File: src/rtl/ahb_lite_master_pkg.sv
// Shared AHB-Lite encodings and FSM state type for the AHB-Lite burst initiator.
package ahb_lite_master_pkg;

    localparam logic [1:0] HTRANS_IDLE   = 2'b00;
    localparam logic [1:0] HTRANS_BUSY   = 2'b01;
    localparam logic [1:0] HTRANS_NONSEQ = 2'b10;
    localparam logic [1:0] HTRANS_SEQ    = 2'b11;

    localparam logic [2:0] HBURST_SINGLE = 3'b000;
    localparam logic [2:0] HBURST_INCR   = 3'b001;
    localparam logic [2:0] HSIZE_WORD    = 3'b010;

    localparam logic HRESP_OKAY  = 1'b0;
    localparam logic HRESP_ERROR = 1'b1;

    typedef enum logic [2:0] {
        ST_IDLE,
        ST_ADDR,
        ST_BURST,
        ST_LAST_DATA,
        ST_RSP,
        ST_ERR2
    } state_t;

    // A word beat starting a new 1 KB page must restart the burst with NONSEQ.
    function automatic logic crosses_1k(input logic [9:0] addr_low);
        return addr_low == 10'd0;
    endfunction

endpackage

File: src/rtl/ahb_lite_master.sv
// AHB-Lite initiator: turns one (addr, len, dir) command into a SINGLE/INCR word burst
// with pipelined address/data phases, wait states, BUSY insertion, 1 KB split and ERROR drain.
module ahb_lite_master
    import ahb_lite_master_pkg::*;
#(
    parameter int         ADDR_W    = 32,
    parameter int         MAX_LEN_W = 4,
    parameter logic [3:0] HPROT_VAL = 4'b0011
) (
    input  logic                 clk_clk,
    input  logic                 reset_reset_n,
    input  logic                 cmd_valid,
    output logic                 cmd_ready,
    input  logic                 cmd_write,
    input  logic [ADDR_W-1:0]    cmd_addr,
    input  logic [MAX_LEN_W-1:0] cmd_len,
    input  logic                 wr_valid,
    input  logic [31:0]          wr_data,
    output logic                 wr_ready,
    output logic                 rd_valid,
    output logic [31:0]          rd_data,
    output logic                 rd_last,
    output logic                 rsp_valid,
    output logic                 rsp_err,
    output logic [ADDR_W-1:0]    haddr,
    output logic [1:0]           htrans,
    output logic                 hwrite,
    output logic [2:0]           hsize,
    output logic [2:0]           hburst,
    output logic [3:0]           hprot,
    output logic                 hmastlock,
    output logic [31:0]          hwdata,
    input  logic [31:0]          hrdata,
    input  logic                 hready,
    input  logic                 hresp
);

    localparam int CNT_W = MAX_LEN_W + 1;

    state_t               state;
    logic [MAX_LEN_W-1:0] len_q;
    logic [CNT_W-1:0]     issued;
    logic [CNT_W-1:0]     completed;
    logic [CNT_W-1:0]     total;
    logic                 nonseq_q;
    logic                 dp_valid;
    logic                 committed;
    logic                 err_done;
    logic                 want;
    logic                 run;
    logic                 addr_go;
    logic                 a_acc;
    logic                 d_done;
    logic                 err_resp;
    logic                 err1;
    logic                 last_issue;
    logic                 drain;
    logic [ADDR_W-1:0]    next_addr;

    assign hsize     = HSIZE_WORD;
    assign hprot     = HPROT_VAL;
    assign hmastlock = 1'b0;

    assign total      = {1'b0, len_q} + CNT_W'(1);
    assign want       = (state == ST_ADDR) || (state == ST_BURST);
    assign run        = want || (state == ST_LAST_DATA);
    assign err_resp   = (hresp == HRESP_ERROR);
    // An address already shown to a stalled slave must stay on the bus even if wr_valid drops.
    assign addr_go    = want && (!hwrite || wr_valid || committed);
    assign a_acc      = addr_go && hready;
    assign d_done     = dp_valid && hready;
    assign err1       = run && dp_valid && err_resp && !hready;
    assign last_issue = (issued + CNT_W'(1)) == total;
    assign next_addr  = haddr + ADDR_W'(4);
    assign drain      = (state == ST_ERR2) && err_done && hwrite && (issued != total);

    assign wr_ready = (a_acc && hwrite) || (drain && wr_valid);
    assign rd_valid = run && !hwrite && d_done && !err_resp;
    assign rd_data  = hrdata;
    assign rd_last  = rd_valid && (completed == {1'b0, len_q});

    // NOTE: every output of a combinational block gets a default first, so no path leaves it holding a value (latch).
    always_comb begin
        htrans = HTRANS_IDLE;
        if (addr_go)
            htrans = nonseq_q ? HTRANS_NONSEQ : HTRANS_SEQ;
        else if (want && issued != '0)
            htrans = HTRANS_BUSY;
    end

    // NOTE: sequential state uses non-blocking assignments so every register samples pre-edge values.
    always_ff @(posedge clk_clk or negedge reset_reset_n) begin
        if (!reset_reset_n) begin
            state     <= ST_IDLE;
            haddr     <= '0;
            hwrite    <= 1'b0;
            hburst    <= HBURST_SINGLE;
            hwdata    <= '0;
            len_q     <= '0;
            issued    <= '0;
            completed <= '0;
            nonseq_q  <= 1'b0;
            dp_valid  <= 1'b0;
            committed <= 1'b0;
            err_done  <= 1'b0;
            cmd_ready <= 1'b0;
            rsp_valid <= 1'b0;
            rsp_err   <= 1'b0;
        end else begin
            rsp_valid <= 1'b0;
            dp_valid  <= hready ? a_acc : dp_valid;
            committed <= addr_go && !hready;

            if (a_acc) begin
                issued   <= issued + CNT_W'(1);
                nonseq_q <= crosses_1k(next_addr[9:0]);
                if (!last_issue)
                    haddr <= next_addr;
                if (hwrite)
                    hwdata <= wr_data;
            end
            if (run && d_done && !err_resp)
                completed <= completed + CNT_W'(1);

            case (state)
                ST_IDLE: begin
                    cmd_ready <= 1'b1;
                    if (cmd_valid && cmd_ready) begin
                        state     <= ST_ADDR;
                        cmd_ready <= 1'b0;
                        haddr     <= cmd_addr & ~ADDR_W'(3);
                        hwrite    <= cmd_write;
                        hburst    <= (cmd_len == '0) ? HBURST_SINGLE : HBURST_INCR;
                        len_q     <= cmd_len;
                        issued    <= '0;
                        completed <= '0;
                        nonseq_q  <= 1'b1;
                        err_done  <= 1'b0;
                    end
                end
                ST_ADDR, ST_BURST, ST_LAST_DATA: begin
                    if (err1 || (d_done && err_resp)) begin
                        state    <= ST_ERR2;
                        err_done <= d_done;
                    end else if (state == ST_LAST_DATA) begin
                        if (d_done) begin
                            state     <= ST_RSP;
                            rsp_valid <= 1'b1;
                            rsp_err   <= 1'b0;
                        end
                    end else if (a_acc) begin
                        state <= last_issue ? ST_LAST_DATA : ST_BURST;
                    end
                end
                ST_ERR2: begin
                    // Wait for the second ERROR cycle, then swallow any write beats still owed.
                    if (!err_done) begin
                        if (hready)
                            err_done <= 1'b1;
                    end else if (drain) begin
                        if (wr_valid)
                            issued <= issued + CNT_W'(1);
                    end else begin
                        state     <= ST_RSP;
                        rsp_valid <= 1'b1;
                        rsp_err   <= 1'b1;
                    end
                end
                ST_RSP: begin
                    state     <= ST_IDLE;
                    cmd_ready <= 1'b1;
                end
                default: state <= ST_IDLE;
            endcase
        end
    end

endmodule

File: config.mk
export PLATFORM = sky130hd
export DESIGN_NAME = ahb_lite_master
export DESIGN_NICKNAME = d
export VERILOG_FILES = /design/src/rtl/ahb_lite_master_pkg.sv /design/src/rtl/ahb_lite_master.sv
export SDC_FILE = /design/constraint.sdc
export NUM_CORES = 1
export LEC_CHECK = 0
export CAP_MARGIN = 20
export CORE_ASPECT_RATIO = 1.2
export CORE_MARGIN = 3
export CORE_UTILIZATION = 41
export DETAILED_ROUTE_END_ITERATION = 12
export GPL_TIMING_DRIVEN = 0
export PLACE_DENSITY = 0.78
export SLEW_MARGIN = 30
export SYNTH_ARGS = -nofsm -noshare
export SYNTH_HDL_FRONTEND = slang
export SYNTH_SLANG_ARGS = --single-unit
File: constraint.sdc
create_clock -name clk_clk -period 4.4 [get_ports clk_clk]
set_input_delay 0.66 -clock clk_clk [delete_from_list [all_inputs] [get_ports clk_clk]]
set_output_delay 0.66 -clock clk_clk [all_outputs]
set_load 0.05 [all_outputs]
==> out/results.tsv <==
stage	metric	value	unit
flow_run	maxCapViolCount	0	
global_route	grt.overflow.total	0	
synth	ys.flop_type	dfrtp_1	
place	dpl-instance-area	6957	sq um
synth	synth.area.top_cells	dfrtp_1, xnor2_1, mux2_2	
global_route	antenna_found_initial	0	
routing	drt_iter0_drc	203	
finish	syn_to_final_growth	47.18	%
setup_path	slowest_delay	0.70	ns
cts	worstSkewPairLatency	0.34	ns
timing	max_slew_margin	50.66	%
die	num_rows	43	
timing	fin_ws	0.3366	ns
synth	synth_top_area_cell	dfrtp_1	
cts	cts_hold_buf	0	
finish	fin_area	7256	sq um
place	place.gp.congestion	0.8603	
setup_path	crit_buf_inv	4	
cts	post_cts_resized	0	
setup_path	slowest_stage	clkdlybuf4s50_1	
setup_path	worstSetupPathType	in -> out	
place	io_buffers	175	
timing	slew_viol_final	0	
power	power_density	778.2	nW/um^2
synth	ys_seq_elements	88	
global_route	grt_pass1_vias	4444	
cts	clock-root-buffer	clkbuf_16	
setup_path	start_kind	input port	
synth	synth_cells	511	
routing	wirelength	13620	um
die	io_pins	223	
die	die_w	106.1	um
place	dp.final_hpwl	10670	um
global_route	grt_usage	20.00	%
cts	htree_levels	3	
setup_path	crit_family	buffers and inverters	
die	die_h	126.1	um
setup_path	crit_fanout	10	
routing	postRouteAntennaNets	0	
synth	synthArstFlopShare	100.0	%
global_route	grt_pass1_wl	21690	um
die	initial_core_util	42.22	%
timing	report.final.hold_viol_count	0	
finish	drive_gt1_share	16.13	%
synth	seq_area_frac_synth	44.67	%
setup_path	crit_chain	clkdlybuf4s50_1 -> nor3b_1 -> nor3_2 -> and2_1 -> clkbuf_1 -> nand2_1 -> buf_2 -> nand2_1 -> clkdlybuf4s50_1	
die	coreArea	11670	sq um
timing	finalSetupViolCount	0	
setup_path	critPathRequiredTime	3.74	ns
cts	cts_tree	built	
cts	clock_path_buffers	2	
hold_path	min_path_type	in -> async	
synth	synth_area_per_cell	9.647	sq um
power	worst_ir_drop_vdd	0.4532	mV
synth	synthesis.area	4930	sq um
timing	tightest_slew	0.7334	ns
synth	synth_edf_count	0	
finish	antenna_cells	0	
setup_path	endpoint_kind	primary output	
finish	fill_cells	966	
die	die-area	13380	sq um
setup_path	critPathArrivalTime	3.40	ns
routing	post_drt_wl_per_cell	15.65	um
timing	fmax	246.1	MHz
global_route	grt_max_degree	54	
routing	vias	4326	
routing	dr.pass1.iters	4	
routing	drc	0	
cts	cts.sinks	88	
cts	postCtsSetupBuffers	0	
routing	viasPerCell	4.972	
timing	rsz0062_at_grt	no	
cts	clk_pin_slew	0.06	ns
timing	finClkSkew	0.009602	ns
timing	fin_crit	4.063	ns
synth	synth_cell_types	49	
synth	synth.top_cell.area_share	44.67	%
run_status	outcome	finished, final reports clean	
power	p_leak	2.986	nW
place	dp_worst_setup_slack	0.3050	ns
cts	cts_buffers	9	
synth	ys.warnings.count	0	
finish	finalNetCount	820	
timing	period_share	92.35	%
==> worst paths after layout <==
path | startpoint | to | slack [ns] | cells after the start
max in group asynchronous | reset_reset_n | hwrite$_DFFE_PN0P_ | 3.62 | 2
worst min-delay path | reset_reset_n | hwdata[12]$_DFFE_PN0P_ | 0.21 | 1
min in group clk_clk | rsp_err$_DFFE_PN0P_ | rsp_err$_DFFE_PN0P_ | 0.48 | 2
worst max register to register | issued[0]$_DFF_PN0_ | haddr[17]$_DFF_PN0_ | 1.70 | 10
worst max-delay path | wr_valid | wr_ready | 0.34 | 9
worst min register to register | rsp_err$_DFFE_PN0P_ | rsp_err$_DFFE_PN0P_ | 0.48 | 2
==> power by group <==
part	switching, mW	leakage, nW	internal, mW
Combinational	2.13	1.76	1.26
Sequential	0.326	1.09	1.18
Clock	0.315	0.135	0.442
Total	2.77	2.99	2.87
==> kinds of logic after synthesis <==
kind of cell	synth area share (%)
AND/OR/NAND/NOR	17.46
flip-flops	44.67
buffers and inverters	10.30
AO/OA/AOI/OAI	7.716
XOR/XNOR	9.162
multiplexers	9.264
adder cells (fa/ha/maj)	1.269
other	0.1523
==> metrics by stage <==
step	instances	TNS (ns)	util [%]	hold slack (ns)	power (mW)
floorplan	521	0	-	0.3644	3.792
CTS	870	0	62.15	0.2144	5.682
global placement	853	-41.30	59.29	0.4697	4.810
detailed placement	854	0	59.59	0.4706	4.904
finish	870	0	62.15	0.2117	5.646
global route	870	0	62.15	0.2288	5.952
==> synthesized netlist by cell type, types with 7 or more instances <==
cell type / number
nor4_1: 14
inv_1: 12
clkbuf_1: 11
dfrtp_1: 88
nand3_1: 15
mux2i_1: 7
mux2_2: 33
a21oi_1: 8
nor2_1: 23
nor3_1: 20
buf_2: 10
buf_4: 45
o21ai_0: 33
nand4_1: 9
xnor2_1: 43
nand2_1: 74
==> registers in the layout, indices dropped and copies added, names as in the netlist, 3 cells and up <==
signal,count
state,3
haddr,30
completed,5
len_q,4
issued,5
hwdata,32
==> cells in the final DEF (no fill, tap or decap), types with 3 or more instances in the layout <==
| cell | Yosys | layout |
|---|---|---|
| clkdlybuf4s50_1 | 0 | 174 |
| dfrtp_1 | 88 | 88 |
| nand2_1 | 74 | 74 |
| buf_4 | 45 | 45 |
| xnor2_1 | 43 | 43 |
| o21ai_0 | 33 | 33 |
| mux2_2 | 33 | 33 |
| nor2_1 | 23 | 23 |
| nor3_1 | 20 | 20 |
| nand3_1 | 15 | 15 |
| nor4_1 | 14 | 13 |
| inv_1 | 12 | 12 |
| clkbuf_1 | 11 | 12 |
| conb_1 | 2 | 12 |
| buf_2 | 10 | 10 |
| nand4_1 | 9 | 9 |
| clkbuf_16 | 0 | 9 |
| a21oi_1 | 8 | 8 |
| mux2i_1 | 7 | 7 |
| xor2_1 | 6 | 6 |
| and3_1 | 6 | 6 |
| and2_1 | 5 | 5 |
| o21ai_1 | 5 | 5 |
| ha_1 | 5 | 5 |
| buf_1 | 3 | 3 |
| buf_6 | 2 | 3 |
| nor4b_1 | 4 | 3 |
| clkinvlp_4 | 0 | 3 |
==> final cells by class <==
| class | instances | area (sq um) | share of cell area [%] |
|---|---|---|---|
| inverters | 12 | 45.04 | 0.6208 |
| well taps | 157 | 196.4 | 2.707 |
| flip-flops and latches | 88 | 2202 | 30.35 |
| clock buffers | 10 | 229.0 | 3.156 |
| plain buffers | 71 | 462.9 | 6.380 |
| repair buffers | 176 | 1780 | 24.54 |
| multi-input cells | 350 | 2270 | 31.28 |
| clock inverters | 6 | 70.07 | 0.9657 |
==> routing by layer <==
metal / track usage (%) / routed length [um] / part of all wire, %
met2: 34.50 / 6733 / 49
met1: 24.09 / 5512 / 40
met3: 5.331 / 1054 / 7.7
met5: 0 / 0 / 0
met4: 6.784 / 315 / 2.3
Note: power is estimated with default switching activity, not from simulation.
